--- config.mk ---
export PLATFORM = sky130hd
export DESIGN_NAME = data_ram_pipe_flat
export DESIGN_NICKNAME = d
export VERILOG_FILES = /design/src/rtl/dmem_pkg.sv /design/src/rtl/data_ram_pipe_if.sv /design/src/rtl/dmem_lane_align.sv /design/src/rtl/data_ram_pipe.sv /design/src/flat_wrapper.sv
export SDC_FILE = /design/constraint.sdc
export NUM_CORES = 1
export LEC_CHECK = 0
export ABC_CLOCK_PERIOD_IN_PS = 8000
export BUFFER_PORTS_ARGS = -buffer_cell sky130_fd_sc_hd__buf_2
export CELL_PAD_IN_SITES_DETAIL_PLACEMENT = 1
export CELL_PAD_IN_SITES_GLOBAL_PLACEMENT = 2
export CORE_MARGIN = 1.5
export CORE_UTILIZATION = 47
export DETAILED_ROUTE_END_ITERATION = 16
export GPL_TIMING_DRIVEN = 0
export PLACE_DENSITY_LB_ADDON = 0.08
export REMOVE_ABC_BUFFERS = 1
export SLEW_MARGIN = 25
export SYNTH_ARGS = -nofsm -noshare
export SYNTH_HDL_FRONTEND = slang
export SYNTH_SLANG_ARGS = --single-unit
--- constraint.sdc ---
create_clock -name clk -period 8 [get_ports clk]
set_input_delay 1.6 -clock clk [delete_from_list [all_inputs] [get_ports clk]]
set_output_delay 1.6 -clock clk [all_outputs]
set_load 0.01 [all_outputs]
--- src/rtl/dmem_pkg.sv ---
// Shared encodings, FSM state type and byte-enable helper for the data_ram_pipe data memory.
package dmem_pkg;

   localparam logic [1:0] SIZE_BYTE = 2'b00;
   localparam logic [1:0] SIZE_HALF = 2'b01;
   localparam logic [1:0] SIZE_WORD = 2'b10;

   typedef enum logic [1:0] {
      IDLE    = 2'b00,
      RD_WAIT = 2'b01,
      RESP    = 2'b10
   } state_t;

   function automatic logic [3:0] be_gen(input logic [1:0] size, input logic [1:0] addr_lo);
      logic [3:0] be;
      case (size)
         SIZE_BYTE: be = 4'b0001 << addr_lo;
         SIZE_HALF: be = 4'b0011 << addr_lo;
         SIZE_WORD: be = 4'b1111;
         default:   be = 4'b0000;
      endcase
      return be;
   endfunction

endpackage

--- src/rtl/data_ram_pipe_if.sv ---
// Request/response bus between the CPU load/store unit (master) and data_ram_pipe (slave).
interface data_ram_pipe_if #(
   parameter int ADDR_W = 7
) ();

   logic              req_valid;
   logic              req_ready;
   logic              req_we;
   logic [1:0]        req_size;
   logic              req_sext;
   logic [ADDR_W-1:0] req_addr;
   logic [31:0]       req_wdata;
   logic              resp_valid;
   logic              resp_ready;
   logic [31:0]       resp_rdata;
   logic              resp_err;

   modport master (
      output req_valid, req_we, req_size, req_sext, req_addr, req_wdata, resp_ready,
      input  req_ready, resp_valid, resp_rdata, resp_err
   );

   modport slave (
      input  req_valid, req_we, req_size, req_sext, req_addr, req_wdata, resp_ready,
      output req_ready, resp_valid, resp_rdata, resp_err
   );

endinterface

--- src/rtl/dmem_lane_align.sv ---
// Combinational lane logic: store data replication, misalignment check, and load shift with extension.
module dmem_lane_align
   import dmem_pkg::*;
(
   input  logic [1:0]  st_size,
   input  logic [1:0]  st_addr_lo,
   input  logic [31:0] st_wdata,
   output logic [31:0] st_lanes,
   output logic        st_err,
   input  logic [1:0]  ld_size,
   input  logic [1:0]  ld_addr_lo,
   input  logic        ld_sext,
   input  logic [31:0] ld_word,
   output logic [31:0] ld_data
);

   logic [31:0] shifted_s;

   assign shifted_s = ld_word >> {ld_addr_lo, 3'b000};

   // store lane replication and request legality
   always_comb begin
      st_lanes = 32'd0;
      st_err   = 1'b1;
      case (st_size)
         SIZE_BYTE: begin
            st_lanes = {4{st_wdata[7:0]}};
            st_err   = 1'b0;
         end
         SIZE_HALF: begin
            st_lanes = {2{st_wdata[15:0]}};
            st_err   = st_addr_lo[0];
         end
         SIZE_WORD: begin
            st_lanes = st_wdata;
            st_err   = (st_addr_lo != 2'b00);
         end
         default: begin
            st_lanes = 32'd0;
            st_err   = 1'b1;
         end
      endcase
   end

   // load right-alignment with sign or zero fill
   always_comb begin
      ld_data = shifted_s;
      case (ld_size)
         SIZE_BYTE: ld_data = {{24{ld_sext & shifted_s[7]}}, shifted_s[7:0]};
         SIZE_HALF: ld_data = {{16{ld_sext & shifted_s[15]}}, shifted_s[15:0]};
         SIZE_WORD: ld_data = shifted_s;
         default:   ld_data = 32'd0;
      endcase
   end

endmodule

--- src/rtl/data_ram_pipe.sv ---
// Byte-addressable 32-bit data memory with valid/ready handshake and READ_LAT-cycle loads.
// Define DMEM_TEST_PORT_EN to add the combinational test_addr/test_data debug read port.
module data_ram_pipe
   import dmem_pkg::*;
#(
   parameter int ADDR_W   = 7,
   parameter int READ_LAT = 1
) (
   input  logic              clk,
   input  logic              rst,
`ifdef DMEM_TEST_PORT_EN
   input  logic [ADDR_W-3:0] test_addr,
   output logic [31:0]       test_data,
`endif
   data_ram_pipe_if.slave    bus
);

   localparam int         DEPTH    = 2 ** (ADDR_W - 2);
   localparam logic [2:0] LAT_LAST = 3'(READ_LAT - 1);

   logic [31:0]       mem [DEPTH];
   state_t            state_r;
   state_t            next_state_s;
   logic [2:0]        lat_cnt_r;
   logic [1:0]        size_r;
   logic [1:0]        addr_lo_r;
   logic              sext_r;
   logic              load_ok_r;
   logic              err_r;
   logic [31:0]       rd_word_r;
   logic              accept_s;
   logic              req_err_s;
   logic [31:0]       st_lanes_s;
   logic [31:0]       ld_data_s;
   logic [3:0]        be_s;
   logic [ADDR_W-3:0] word_idx_s;

   assign accept_s   = bus.req_valid & bus.req_ready & ~rst;
   assign word_idx_s = bus.req_addr[ADDR_W-1:2];
   assign be_s       = be_gen(bus.req_size, bus.req_addr[1:0]);

   dmem_lane_align u_align (
      .st_size    (bus.req_size),
      .st_addr_lo (bus.req_addr[1:0]),
      .st_wdata   (bus.req_wdata),
      .st_lanes   (st_lanes_s),
      .st_err     (req_err_s),
      .ld_size    (size_r),
      .ld_addr_lo (addr_lo_r),
      .ld_sext    (sext_r),
      .ld_word    (rd_word_r),
      .ld_data    (ld_data_s)
   );

   // FSM state register
   always_ff @(posedge clk) begin
      if (rst) state_r <= IDLE;
      else     state_r <= next_state_s;
   end

   // next state; with READ_LAT==1 the synchronous read alone supplies the latency, so RD_WAIT is skipped
   always_comb begin
      next_state_s = state_r;
      case (state_r)
         IDLE: begin
            if (accept_s) begin
               if (!bus.req_we && !req_err_s && (READ_LAT > 1)) next_state_s = RD_WAIT;
               else                                             next_state_s = RESP;
            end else begin
               next_state_s = IDLE;
            end
         end
         RD_WAIT: begin
            if (lat_cnt_r == LAT_LAST) next_state_s = RESP;
            else                       next_state_s = RD_WAIT;
         end
         RESP: begin
            if (bus.resp_ready) next_state_s = IDLE;
            else                next_state_s = RESP;
         end
         default: next_state_s = IDLE;
      endcase
   end

   // latency counter: holds the number of cycles elapsed since accept while waiting
   always_ff @(posedge clk) begin
      if (rst)                     lat_cnt_r <= 3'd0;
      else if (accept_s)           lat_cnt_r <= 3'd1;
      else if (state_r == RD_WAIT) lat_cnt_r <= lat_cnt_r + 3'd1;
      else                         lat_cnt_r <= lat_cnt_r;
   end

   // request fields captured on accept so the master may move on
   always_ff @(posedge clk) begin
      if (rst) begin
         size_r    <= SIZE_BYTE;
         addr_lo_r <= 2'b00;
         sext_r    <= 1'b0;
         load_ok_r <= 1'b0;
         err_r     <= 1'b0;
      end else if (accept_s) begin
         size_r    <= bus.req_size;
         addr_lo_r <= bus.req_addr[1:0];
         sext_r    <= bus.req_sext;
         load_ok_r <= ~bus.req_we & ~req_err_s;
         err_r     <= req_err_s;
      end
   end

   // storage: byte-lane write and synchronous read on accept; unreset so contents survive rst
   always_ff @(posedge clk) begin
      if (accept_s) begin
         if (bus.req_we && !req_err_s) begin
            for (int i = 0; i < 4; i++) begin
               if (be_s[i]) mem[word_idx_s][8*i +: 8] <= st_lanes_s[8*i +: 8];
            end
         end
         rd_word_r <= mem[word_idx_s];
      end
   end

   assign bus.req_ready  = (state_r == IDLE);
   assign bus.resp_valid = (state_r == RESP);
   assign bus.resp_err   = (state_r == RESP) & err_r;
   assign bus.resp_rdata = ((state_r == RESP) && load_ok_r) ? ld_data_s : 32'd0;

`ifdef DMEM_TEST_PORT_EN
   assign test_data = mem[test_addr];
`endif

endmodule

--- src/flat_wrapper.sv ---
// flat-port wrapper written by rule: the top's interface ports become plain ports
module data_ram_pipe_flat import dmem_pkg::*;
#(
   parameter int ADDR_W   = 7,
   parameter int READ_LAT = 1
)
  (clk, rst, bus_req_valid, bus_req_we, bus_req_size, bus_req_sext, bus_req_addr, bus_req_wdata, bus_resp_ready, bus_req_ready, bus_resp_valid, bus_resp_rdata, bus_resp_err);
  data_ram_pipe_if #(.ADDR_W(ADDR_W)) bus_i ();
  input  logic clk;
  input  logic rst;
  input wire logic [$bits(bus_i.req_valid)-1:0] bus_req_valid;
  input wire logic [$bits(bus_i.req_we)-1:0] bus_req_we;
  input wire logic [$bits(bus_i.req_size)-1:0] bus_req_size;
  input wire logic [$bits(bus_i.req_sext)-1:0] bus_req_sext;
  input wire logic [$bits(bus_i.req_addr)-1:0] bus_req_addr;
  input wire logic [$bits(bus_i.req_wdata)-1:0] bus_req_wdata;
  input wire logic [$bits(bus_i.resp_ready)-1:0] bus_resp_ready;
  output wire logic [$bits(bus_i.req_ready)-1:0] bus_req_ready;
  output wire logic [$bits(bus_i.resp_valid)-1:0] bus_resp_valid;
  output wire logic [$bits(bus_i.resp_rdata)-1:0] bus_resp_rdata;
  output wire logic [$bits(bus_i.resp_err)-1:0] bus_resp_err;
  assign bus_i.req_valid = bus_req_valid;
  assign bus_i.req_we = bus_req_we;
  assign bus_i.req_size = bus_req_size;
  assign bus_i.req_sext = bus_req_sext;
  assign bus_i.req_addr = bus_req_addr;
  assign bus_i.req_wdata = bus_req_wdata;
  assign bus_i.resp_ready = bus_resp_ready;
  assign bus_req_ready = bus_i.req_ready;
  assign bus_resp_valid = bus_i.resp_valid;
  assign bus_resp_rdata = bus_i.resp_rdata;
  assign bus_resp_err = bus_i.resp_err;
  data_ram_pipe #(.ADDR_W(ADDR_W), .READ_LAT(READ_LAT)) u_core (.clk(clk), .rst(rst), .bus(bus_i));
endmodule
==> flow_summary.json <==
{
  "hold_path_end": "u_core.load_ok_r$_SDFFE_PP0P_",
  "cts_sinks": 1068,
  "ioPinCount": 82,
  "cp-start-kind": "flip-flop",
  "wl_per_cell_um": 30.6,
  "path_max_fanout": 28,
  "crit_required_ps": 6400,
  "final_cell_count_no_fill": 3875,
  "cap_violations": 0,
  "via_count": 23200,
  "hold_buffers": 0,
  "ir_worst_vdd_mv": 0.154,
  "synth_seq_area_share_pct": 75.2,
  "postSynthCellCount": 2526,
  "postCtsResizedCells": 0,
  "yosysTopAreaCell": "edfxtp_1",
  "postRouteAntennaNets": 0,
  "dr.pass1.iters": 5,
  "synthTopCellsByArea": "edfxtp_1, mux2i_1, o22ai_1",
  "synth_common_cells": "edfxtp_1, mux2i_1, o22ai_1",
  "via_per_inst": 5.99,
  "skew_ps": 19.8,
  "synth_area_um2": 42500,
  "dp_cells": 3665,
  "status": "completed",
  "power.leakage_nw": 16.8,
  "postCtsSetupBuffers": 0,
  "synth_edf_count": 1056,
  "syn_area_per_cell_um2": 16.8,
  "rows": 110,
  "cts_buffers": 111,
  "finalSetupViolations": 0,
  "end_kind": "output port",
  "synth_cell_types": 52,
  "overflow": 0,
  "netlist.area_leader.share_pct": 74.7,
  "dieArea_um2": 92200,
  "maxSlewViolCount": 0,
  "rr_worst_depth": 4,
  "hold_violations": 0,
  "arrival_ps": 3040,
  "clk_pin_slew_ps": 60,
  "ys.flop_type": "edfxtp_1",
  "min_delay_path_depth": 2,
  "start_util_pct": 47.3,
  "final_nets": 2652,
  "r2r-end": "u_core.mem[0][4]$_DFFE_PP_",
  "drc": 0,
  "wirelength_mm": 119,
  "cts.path.max_buffers": 3,
  "clock_latency_ps": 700,
  "fin_total_pwr_mw": 12.1,
  "worstHoldStart": "u_core.load_ok_r$_SDFFE_PP0P_",
  "drive_above_1_share_pct": 13.0,
  "timing.hold.ws_ps": 460,
  "crit_type": "reg -> out",
  "yosys.cell_count.top_type": "edfxtp_1",
  "grt_pass1_vias": 23500,
  "grt_antenna_before_repair": 2,
  "pwr_density_cell_nw_per_um2": 251,
  "reg2reg_from": "u_core.state_r[1]$_SDFF_PP0_",
  "cts_max_level": 3,
  "die-height_um": 304,
  "rsz0062_at_grt": "no",
  "area_growth_pct": 14.0,
  "yosysWarnings": 0,
  "async_flop_share_pct": 0,
  "tns_ps": 0,
  "final.period_utilization_pct": 58.0,
  "nFillCells": 8139,
  "grt_use_total_pct": 25.6,
  "portBuffers": 81,
  "gp_congestion": 0.810,
  "fmax_mhz": 216,
  "grt_max_degree": 72,
  "cts_tree": "yes",
  "rrSetupSlack_ps": 3980,
  "slew_headroom_pct": 26.1,
  "worstHoldPathType": "reg -> reg",
  "die_x_um": 304,
  "dr.first_iter.drc_count": 2285,
  "grt_pass1_wl_mm": 169,
  "root_buffer": "clkbuf_16",
  "core-area_um2": 89700,
  "worstMarginPinSlew_ps": 1100,
  "dpl.hpwl_mm": 78.5,
  "fin_util_pct": 54.0,
  "synth_seq_cells": 1068,
  "fin_crit_ps": 4640
}
[worst max-delay path by stage]
stage | from | to | slack [ps] | cells past startpoint
floorplan | u_core.addr_lo_r[0]$_SDFFE_PP0P_ | bus_resp_rdata[16] | 3950 | 4
global placement | bus_req_addr[3] | u_core.mem[1][6]$_DFFE_PP_ | -9200 | 4
detailed placement | bus_req_valid | u_core.mem[27][0]$_DFFE_PP_ | 2620 | 5
CTS | u_core.addr_lo_r[1]$_SDFFE_PP0P_ | bus_resp_rdata[13] | 3340 | 4
global route | u_core.addr_lo_r[1]$_SDFFE_PP0P_ | bus_resp_rdata[13] | 3190 | 4
finish | u_core.addr_lo_r[1]$_SDFFE_PP0P_ | bus_resp_rdata[13] | 3360 | 4
[logic make-up (layout without fill, tap and decap cells)]
logic type | count (synthesis) | after routing | synth area share, %
AOI/OAI and AO/OA | 349 | 349 | 5.17
xor gates and xnor gates | 4 | 4 | 0.0825
adders and majority gates | 2 | 2 | 0.0589
buffers and inverters | 177 | 349 | 2.27
DFF | 1068 | 1068 | 75.2
muxes | 540 | 540 | 12.7
other | 0 | 1 | 0
and+or+nand+nor | 386 | 386 | 4.47
[power by group]
| group | internal, mW | total [mW] | switching (mW) |
|---|---|---|---|
| Clock | 3.09 | 5.25 | 2.16 |
| Sequential | 6.21 | 6.23 | 0.0196 |
| Combinational | 0.196 | 0.648 | 0.452 |
| Total | 9.50 | 12.1 | 2.63 |
[per-stage QoR]
step | setup WS (ps) | cell area (um2)
2_1_floorplan | 3950 | 41600
3_3_place_gp | -9200 | 43400
3_5_place_dp | 2620 | 44700
4_1_cts | 3340 | 48400
5_1_grt | 3190 | 48400
6_report | 3360 | 48400
[cells in the final DEF, fill, tap and decap left out, drive strengths merged, types with 2 or more instances in the layout]
cell type and n:
a211oi 16, a21o 17, a21oi 26, and2 11
and3b 2, buf 129, bufinv 17, clkbuf 129
clkinv 53, clkinvlp 3, dfxtp 12, edfxtp 1056
ha 2, inv 18, mux2i 539, nand2 100
nand2b 4, nand3 6, nand4b 5, nand4bb 6
nor2 153, nor2b 16, nor3 2, nor3b 4
nor4 65, o2111ai 2, o21ai 25, o22ai 256
or3 2, or3b 2, or4b 4, xnor2 2
xor2 2
[worst max-delay path: stages, from the launching register on]
cell and delay [ps]:
dfxtp_1 970, mux2_2 430, or3b_1 510, a21oi_1 250
buf_2 180
[routing by layer]
layer / vias to the layer above / wire length, um / global-route usage (%)
met4: 0 / 2720 / 7.08
met2: 770 / 53900 / 39.0
met3: 119 / 7290 / 3.33
li1: 10200 / - / -
met1: 12100 / 54700 / 38.7
met5: - / 0 / 0
[state kept, by name (all words and copies together) (netlist names)]
register,cells
u_core.sext_r,1
u_core.lat_cnt_r,3
u_core.rd_word_r,32
u_core.state_r,2
u_core.addr_lo_r,2
u_core.size_r,2
u_core.load_ok_r,1
u_core.mem,1024
u_core.err_r,1
[cell type report]
cell class                      count  area (um2)  area share (%)
Inverter                           12        45.0          0.0930
Clock buffer                      129        2850            5.88
Timing Repair Buffer              129        1360            2.80
Tap cell                         1176        1470            3.04
Sequential cell                  1068       32000            66.0
Multi-Input combinational cell   1281        9900            20.4
Antenna cell                        1        2.50         0.00517
Clock inverter                     79         852            1.76
(Power assumes the default switching activity.)
